File: config.mk
export PLATFORM = sky130hd
export DESIGN_NAME = keypad_scanner
export DESIGN_NICKNAME = d
export VERILOG_FILES = /design/src/rtl/keypad_pkg.sv /design/src/rtl/keypad_scanner_sync_edge.sv /design/src/rtl/keypad_scanner.sv
export SDC_FILE = /design/constraint.sdc
export NUM_CORES = 1
export LEC_CHECK = 0
export CAP_MARGIN = 10
export CORE_UTILIZATION = 54
export CTS_CLUSTER_DIAMETER = 100
export DETAILED_ROUTE_END_ITERATION = 10
export GPL_TIMING_DRIVEN = 1
export PLACE_DENSITY = 0.87
export SLEW_MARGIN = 10
export SYNTH_ARGS = -nofsm -noshare
export SYNTH_HDL_FRONTEND = slang
export SYNTH_SLANG_ARGS = --single-unit
File: constraint.sdc
create_clock -name clk -period 2.05 [get_ports clk]
set_input_delay 0.5125 -clock clk [delete_from_list [all_inputs] [get_ports clk]]
set_output_delay 0.5125 -clock clk [all_outputs]
set_load 0.02 [all_outputs]
File: src/rtl/keypad_pkg.sv
// keypad_pkg
// Shared types and helpers for the 4x4 matrix keypad scanner.
//   kp_state_t   : scanner FSM state encoding
//   NUM_ROWS/COLS: keypad matrix geometry
//   kp_first_low : index of the lowest-numbered low column in an active-low column word
//   kp_legend    : raw key code (row*4 + col) to the ASCII legend printed on the keypad
package keypad_pkg;

  typedef enum logic [1:0] {SCAN, DEBOUNCE, HELD} kp_state_t;

  localparam int NUM_ROWS = 4;
  localparam int NUM_COLS = 4;

  // Lowest-index zero wins when several columns are pulled low together.
  function automatic logic [1:0] kp_first_low(input logic [NUM_COLS-1:0] cols);
    logic [1:0] idx;
    idx = 2'd0;
    for (int i = NUM_COLS - 1; i >= 0; i--) begin
      if (!cols[i]) idx = 2'(i);
    end
    return idx;
  endfunction

  // Standard 4x4 membrane layout: 1 2 3 A / 4 5 6 B / 7 8 9 C / * 0 # D
  function automatic logic [7:0] kp_legend(input logic [3:0] code);
    logic [7:0] ch;
    case (code)
      4'h0: ch = "1";
      4'h1: ch = "2";
      4'h2: ch = "3";
      4'h3: ch = "A";
      4'h4: ch = "4";
      4'h5: ch = "5";
      4'h6: ch = "6";
      4'h7: ch = "B";
      4'h8: ch = "7";
      4'h9: ch = "8";
      4'hA: ch = "9";
      4'hB: ch = "C";
      4'hC: ch = "*";
      4'hD: ch = "0";
      4'hE: ch = "#";
      default: ch = "D";
    endcase
    return ch;
  endfunction

endpackage

File: src/rtl/keypad_scanner_sync_edge.sv
// sync_edge
// Two-flop synchronizer followed by a rising-edge detector. The output pulse is
// registered, so it appears 3 clk cycles after the asynchronous input rises and
// lasts exactly one clk.
//   clk   : system clock
//   rst   : synchronous, active-low reset (all flops clear to 0)
//   din   : asynchronous level input
//   pulse : one-clk pulse per rising edge of din
module sync_edge (
  input  logic clk,
  input  logic rst,
  input  logic din,
  output logic pulse
);

  logic meta;
  logic sync;
  logic prev;

  always_ff @(posedge clk) begin
    if (!rst) begin
      meta  <= 1'b0;
      sync  <= 1'b0;
      prev  <= 1'b0;
      pulse <= 1'b0;
    end else begin
      meta  <= din;
      sync  <= meta;
      prev  <= sync;
      pulse <= sync & ~prev;
    end
  end

endmodule

File: src/rtl/keypad_scanner.sv
// keypad_scanner
// Scans a 4x4 active-low matrix keypad one row per scan tick, debounces press
// and release, and hands one key code per press to a valid/ready consumer.
// scan_clk (about 500 Hz from the divider) is sampled as data, never used as a clock.
//   clk       : 27 MHz system clock
//   rst       : synchronous, active-low reset
//   scan_clk  : slow scan-rate input, asynchronous
//   col_i     : keypad columns, active-low, asynchronous
//   row_o     : row drive, active-low, one row low at a time
//   key_code  : row*4 + col of the pending key
//   key_valid : key_code holds a pending key
//   key_ready : consumer accepts the pending key
//   key_lost  : one-clk pulse when an accepted press could not be delivered
//
// state    | meaning
// ---------+---------------------------------------------------------------
// SCAN     | no key seen on the driven row; advance row each tick
// DEBOUNCE | a column went low; count identical ticks before accepting
// HELD     | press accepted; wait for DEBOUNCE_TICKS idle ticks to release
module keypad_scanner
  import keypad_pkg::*;
#(
  parameter int DEBOUNCE_TICKS = 4
) (
  input  logic                clk,
  input  logic                rst,
  input  logic                scan_clk,
  input  logic [NUM_COLS-1:0] col_i,
  output logic [NUM_ROWS-1:0] row_o,
  output logic [3:0]          key_code,
  output logic                key_valid,
  input  logic                key_ready,
  output logic                key_lost
);

  localparam logic [3:0]          DB_TC    = 4'(DEBOUNCE_TICKS);
  localparam logic [NUM_COLS-1:0] COL_IDLE = '1;

  logic                tick;
  logic [NUM_COLS-1:0] col_m;
  logic [NUM_COLS-1:0] col_s;

  kp_state_t           state, state_n;
  logic [1:0]          row_idx, row_idx_n;
  logic [3:0]          cnt, cnt_n;
  logic [3:0]          rel_cnt, rel_cnt_n;
  logic [NUM_COLS-1:0] col_cap, col_cap_n;
  logic [3:0]          cnt_inc;
  logic [3:0]          rel_inc;
  logic                accept;
  logic [3:0]          code_new;

  sync_edge u_scan_sync (
    .clk   (clk),
    .rst   (rst),
    .din   (scan_clk),
    .pulse (tick)
  );

  // Columns idle high through reset so the first samples never look like a press.
  always_ff @(posedge clk) begin
    if (!rst) begin
      col_m <= COL_IDLE;
      col_s <= COL_IDLE;
    end else begin
      col_m <= col_i;
      col_s <= col_m;
    end
  end

  always_ff @(posedge clk) begin
    if (!rst) begin
      state   <= SCAN;
      row_idx <= 2'd0;
      cnt     <= 4'd0;
      rel_cnt <= 4'd0;
      col_cap <= COL_IDLE;
    end else begin
      state   <= state_n;
      row_idx <= row_idx_n;
      cnt     <= cnt_n;
      rel_cnt <= rel_cnt_n;
      col_cap <= col_cap_n;
    end
  end

  // Saturating increments: the counters must never wrap back below the threshold.
  assign cnt_inc = (cnt == 4'hF) ? cnt : cnt + 4'd1;
  assign rel_inc = (rel_cnt == 4'hF) ? rel_cnt : rel_cnt + 4'd1;

  always_comb begin
    state_n   = state;
    row_idx_n = row_idx;
    cnt_n     = cnt;
    rel_cnt_n = rel_cnt;
    col_cap_n = col_cap;
    accept    = 1'b0;
    if (tick) begin
      case (state)
        SCAN: begin
          if (col_s == COL_IDLE) begin
            row_idx_n = row_idx + 2'd1;
          end else begin
            // The row stays driven so the debounce keeps watching the same key.
            col_cap_n = col_s;
            cnt_n     = 4'd1;
            state_n   = DEBOUNCE;
          end
        end
        DEBOUNCE: begin
          if (col_s == col_cap) begin
            cnt_n = cnt_inc;
            if (cnt_inc >= DB_TC) begin
              accept    = 1'b1;
              rel_cnt_n = 4'd0;
              state_n   = HELD;
            end
          end else begin
            // Bounce or a different column: give up and move on; the key is
            // picked up again on a later visit to this row.
            cnt_n     = 4'd0;
            row_idx_n = row_idx + 2'd1;
            state_n   = SCAN;
          end
        end
        HELD: begin
          if (col_s == COL_IDLE) begin
            rel_cnt_n = rel_inc;
            if (rel_inc >= DB_TC) begin
              rel_cnt_n = 4'd0;
              cnt_n     = 4'd0;
              row_idx_n = row_idx + 2'd1;
              state_n   = SCAN;
            end
          end else begin
            rel_cnt_n = 4'd0;
          end
        end
        default: begin
          state_n = SCAN;
        end
      endcase
    end
  end

  assign code_new = {row_idx, kp_first_low(col_cap)};

  // A new key can replace the pending one only when the consumer takes the old
  // one in the same cycle; otherwise the old code is kept and the new press is dropped.
  always_ff @(posedge clk) begin
    if (!rst) begin
      key_code  <= 4'h0;
      key_valid <= 1'b0;
      key_lost  <= 1'b0;
    end else begin
      key_lost <= 1'b0;
      if (accept) begin
        if (!key_valid || key_ready) begin
          key_code  <= code_new;
          key_valid <= 1'b1;
        end else begin
          key_lost <= 1'b1;
        end
      end else if (key_valid && key_ready) begin
        key_valid <= 1'b0;
      end
    end
  end

  assign row_o = ~(4'b0001 << row_idx);

endmodule

==> summary.log <==
INFO  sta            setup-tns-final=0ns
INFO  setup_path     crit_path_category=reg2out
INFO  placement      place.gp.congestion=0.846
INFO  min_path       hold-path-cell-count=1
INFO  setup_path     worst_stage_delay_on_the_critical_path=0.40ns
INFO  clocking       cts.clk_slew.worst_paths=0.10ns
INFO  detailed_routing first_iter_violations=37
INFO  global_routing grt_usage=0.203
INFO  sta            slew-limit-headroom=0.690
INFO  detailed_routing firstDrtPassIters=4
INFO  setup_path     critical_path.max_fanout=4
INFO  clocking       clock_insertion_delay_worst_skew=0.34ns
INFO  global_routing global_route.overflow_total=0
INFO  placement      post-place-ws=0.237ns
INFO  clocking       clock_sinks=34
INFO  sta            period_minus_slack=1.90ns
INFO  min_path       min_from=u_scan_sync.prev
INFO  sta            number_of_endpoints_with_negative_hold_slack_in_the_final_report=0
INFO  sta            layout_worst_path_cycle_share=0.926
INFO  detailed_routing remaining_drc_errors=0
INFO  setup_path     crit_arrival=1.39ns
INFO  global_routing antenna_found_initial=0
INFO  sta            finalClockSkew=0.00410ns
INFO  sta            setup_violations=0
INFO  setup_path     timing.reg2reg.setup_slack=0.20ns
INFO  sta            rsz_0062_raised_after_global_routing=false
INFO  die            rows=19
INFO  power          powerDensity=625nW/um^2
INFO  global_routing grt_max_degree=22
INFO  power          irDropWorstVdd=0.523mV
INFO  setup_path     reg2reg_depth=6
INFO  setup_path     critical_path.top_delay_family=buffers and inverters
INFO  logic_synthesis synthesis.yosys.warnings=0
INFO  logic_synthesis synth-edff-count=0
INFO  clocking       root_buffer=sky130_fd_sc_hd__clkbuf_4
INFO  sta            clock.fmax=527MHz
INFO  die            starting_density_of_the_core=0.568
INFO  power          post-layout-total-power=1.14mW
INFO  placement      placed_area=1760um^2
INFO  die            dieArea=3120um^2
INFO  logic_synthesis post_synth_simple_gate_area=0.216
INFO  setup_path     critical_path.endpoint_type=primary output
INFO  setup_path     critical_path_required=1.54ns
INFO  sta            report.final.slew_viol_count=0
INFO  logic_synthesis postSynthNetCount=190
INFO  clocking       cts.path.max_buffers=2
INFO  die            die_width=55.9um
INFO  finish         finalInstanceArea=1820um^2
INFO  logic_synthesis largest_family_of_logic_cells_by_synthesized_area=simple AND/OR/NAND/NOR gates
INFO  detailed_routing routed_wl=2870um
INFO  logic_synthesis ys_types=30
INFO  global_routing grt_first_pass_wirelength=4890um
INFO  sta            worst_case_hold_slack=0.392ns
INFO  global_routing grt_pass1_vias=1201
INFO  min_path       worst_hold_path_class=reg2reg
INFO  flow_run       drv_cap=0
INFO  logic_synthesis synth-main-ff-cell=sky130_fd_sc_hd__dfxtp_1
INFO  logic_synthesis syn_inst=172
INFO  logic_synthesis yosys.area_share.adder=0.0799
INFO  setup_path     crit_chain=inv_1 > ha_1 > inv_1 > dlygate4sd2_1
INFO  placement      numPortBuffers=17
INFO  finish         num_antenna_cells=0
INFO  logic_synthesis synthArstFlopShare=0
INFO  placement      hpwl=2170um
INFO  die            design.core.area=2760um^2
INFO  detailed_routing viasPerCell=5.36
INFO  logic_synthesis yosys.area_share.xor_xnor=0.0272
INFO  logic_synthesis synth.ff_latch_count=34
INFO  die            io_pins=18
INFO  finish         nNetsFinal=210
INFO  placement      post-place-cells=216
INFO  run_status     run_status=finished, final reports clean
INFO  sta            layout_setup_ws=0.152ns
INFO  logic_synthesis mappedNetlistArea=1570um^2
INFO  logic_synthesis synthMuxAreaShare=0.0831
INFO  finish         flow.area_growth_from_synthesis=16.1%
INFO  logic_synthesis compound_gate_fraction_of_synth_area=0.109
INFO  sta            tightest_slew=0.463ns
INFO  finish         final_cells=224
INFO  setup_path     worst_r2r_startpoint=cnt[0]
INFO  setup_path     crit_buf_inv=3
INFO  detailed_routing drt_antenna_net_count=0
INFO  die            floorplan.die.height=55.9um
INFO  clocking       cts_buffers=5
INFO  detailed_routing post_drt_wl_per_cell=12.8um
INFO  setup_path     timing.rr.end=key_code[2]
INFO  clocking       hold_buffers=0
INFO  clocking       clock_tree.htree_level_count=2
INFO  clocking       cts_tree=yes
INFO  setup_path     start_kind=flop
INFO  finish         post-route-util=0.660
INFO  setup_path     slowest_stage=sky130_fd_sc_hd__dfxtp_1
INFO  logic_synthesis syn_avg_cell_area=9.11um^2
INFO  min_path       worstHoldEndpoint=u_scan_sync.pulse
INFO  detailed_routing detailroute.via_count=1201
INFO  finish         drive_above_1_share=0.0674
INFO  power          p_leak=0.734nW
INFO  setup_path     critical_path.most_common_cell=sky130_fd_sc_hd__inv_1
INFO  logic_synthesis seq_area_frac_synth=0.435
## area by class of cell
| cell class | instances | area (um^2) |
|---|---|---|
| clock buffers | 7 | 55.1 |
| fillers | 206 | 938 |
| well taps | 31 | 38.8 |
| flip-flops and latches | 34 | 681 |
| multi-input cells | 118 | 807 |
| inverters | 14 | 52.6 |
| repair buffers | 19 | 180 |
| clock inverters | 1 | 5.00 |
## worst max path at each step
stage,slack (ns),cells after the start,to,start
2_1_floorplan,0.44,7,key_code[1],cnt[0]
3_3_place_gp,0.29,4,row_o[0],row_idx[0]
3_5_place_dp,0.24,4,row_o[0],row_idx[0]
4_1_cts,0.13,4,row_o[0],row_idx[0]
5_1_grt,0.08,4,row_o[0],row_idx[0]
6_report,0.15,4,row_o[0],row_idx[0]
## power breakdown
part | internal (mW) | total, mW | switching [mW]
clock network | 0.166 | 0.386 | 0.220
logic | 0.0341 | 0.0709 | 0.0367
registers | 0.672 | 0.680 | 0.00764
## metal layers
layer / up-vias / routed length, um / share of wire / track usage
li1: 616 / - / - / -
met2: 24 / 1490 / 0.52 / 0.377
met5: - / 0 / 0 / 0
met3: 3 / 98 / 0.034 / 0.0442
met4: 0 / 36 / 0.013 / 0.108
met1: 558 / 1240 / 0.43 / 0.211
## cells by family after synthesis
| logic type | Yosys count |
|---|---|
| multiplexers | 13 |
| adder cells (fa/ha/maj) | 10 |
| buffers and inverters | 20 |
| AO/OA/AOI/OAI | 23 |
| AND/OR/NAND/NOR | 68 |
| flip-flops | 34 |
| XOR/XNOR | 4 |
## cell usage in the layout, fill, tap and decap left out, types with 2 or more instances in the layout
| cell | instances |
|---|---|
| sky130_fd_sc_hd__clkbuf_4 | 5 |
| sky130_fd_sc_hd__a22oi_1 | 2 |
| sky130_fd_sc_hd__nand3b_1 | 2 |
| sky130_fd_sc_hd__inv_1 | 14 |
| sky130_fd_sc_hd__and3_1 | 4 |
| sky130_fd_sc_hd__o22ai_1 | 3 |
| sky130_fd_sc_hd__xnor2_1 | 3 |
| sky130_fd_sc_hd__and2_1 | 6 |
| sky130_fd_sc_hd__nand2_1 | 24 |
| sky130_fd_sc_hd__dfxtp_1 | 34 |
| sky130_fd_sc_hd__clkdlybuf4s50_1 | 13 |
| sky130_fd_sc_hd__dlygate4sd2_1 | 4 |
| sky130_fd_sc_hd__nor2_1 | 10 |
| sky130_fd_sc_hd__nor2b_1 | 2 |
| sky130_fd_sc_hd__o21ai_0 | 4 |
| sky130_fd_sc_hd__mux2i_1 | 13 |
| sky130_fd_sc_hd__a21oi_1 | 4 |
| sky130_fd_sc_hd__nand3_1 | 4 |
| sky130_fd_sc_hd__a31oi_1 | 2 |
| sky130_fd_sc_hd__buf_4 | 2 |
| sky130_fd_sc_hd__nand4_1 | 3 |
| sky130_fd_sc_hd__nand2b_1 | 10 |
| sky130_fd_sc_hd__ha_1 | 10 |
| sky130_fd_sc_hd__o211ai_1 | 4 |
## sequential cells by signal, indices dropped and copies added (netlist names)
| register | cells |
|---|---|
| row_idx | 2 |
| rel_cnt | 4 |
| u_scan_sync.sync | 1 |
| cnt | 4 |
| state | 2 |
| key_code | 4 |
| col_m | 4 |
| u_scan_sync.prev | 1 |
| col_s | 4 |
| u_scan_sync.meta | 1 |
| key_valid | 1 |
| u_scan_sync.pulse | 1 |
| col_cap | 4 |
| key_lost | 1 |
## Yosys cell counts (3+ instances only)
cell type | number | area [um^2]
sky130_fd_sc_hd__nand4_1 | 3 | 18.8
sky130_fd_sc_hd__nor2_1 | 10 | 37.5
sky130_fd_sc_hd__xnor2_1 | 3 | 26.3
sky130_fd_sc_hd__dfxtp_1 | 34 | 681
sky130_fd_sc_hd__o21ai_0 | 4 | 20.0
sky130_fd_sc_hd__nand2_1 | 24 | 90.1
sky130_fd_sc_hd__ha_1 | 10 | 125
sky130_fd_sc_hd__o211ai_1 | 4 | 30.0
sky130_fd_sc_hd__clkbuf_1 | 5 | 18.8
sky130_fd_sc_hd__and3_1 | 4 | 25.0
sky130_fd_sc_hd__nand3_1 | 4 | 20.0
sky130_fd_sc_hd__a21oi_1 | 4 | 20.0
sky130_fd_sc_hd__mux2i_1 | 13 | 130
sky130_fd_sc_hd__inv_1 | 14 | 52.6
sky130_fd_sc_hd__nand2b_1 | 10 | 62.6
sky130_fd_sc_hd__o22ai_1 | 3 | 18.8
sky130_fd_sc_hd__and2_1 | 6 | 37.5
## timing repair
item | 4_1_cts | 5_1_grt
setup endpoints to repair | 4 | 0
buffers inserted | 0 | 0
gates resized for setup | 4 | 0
No activity file was read; power rests on OpenSTA's default activity.
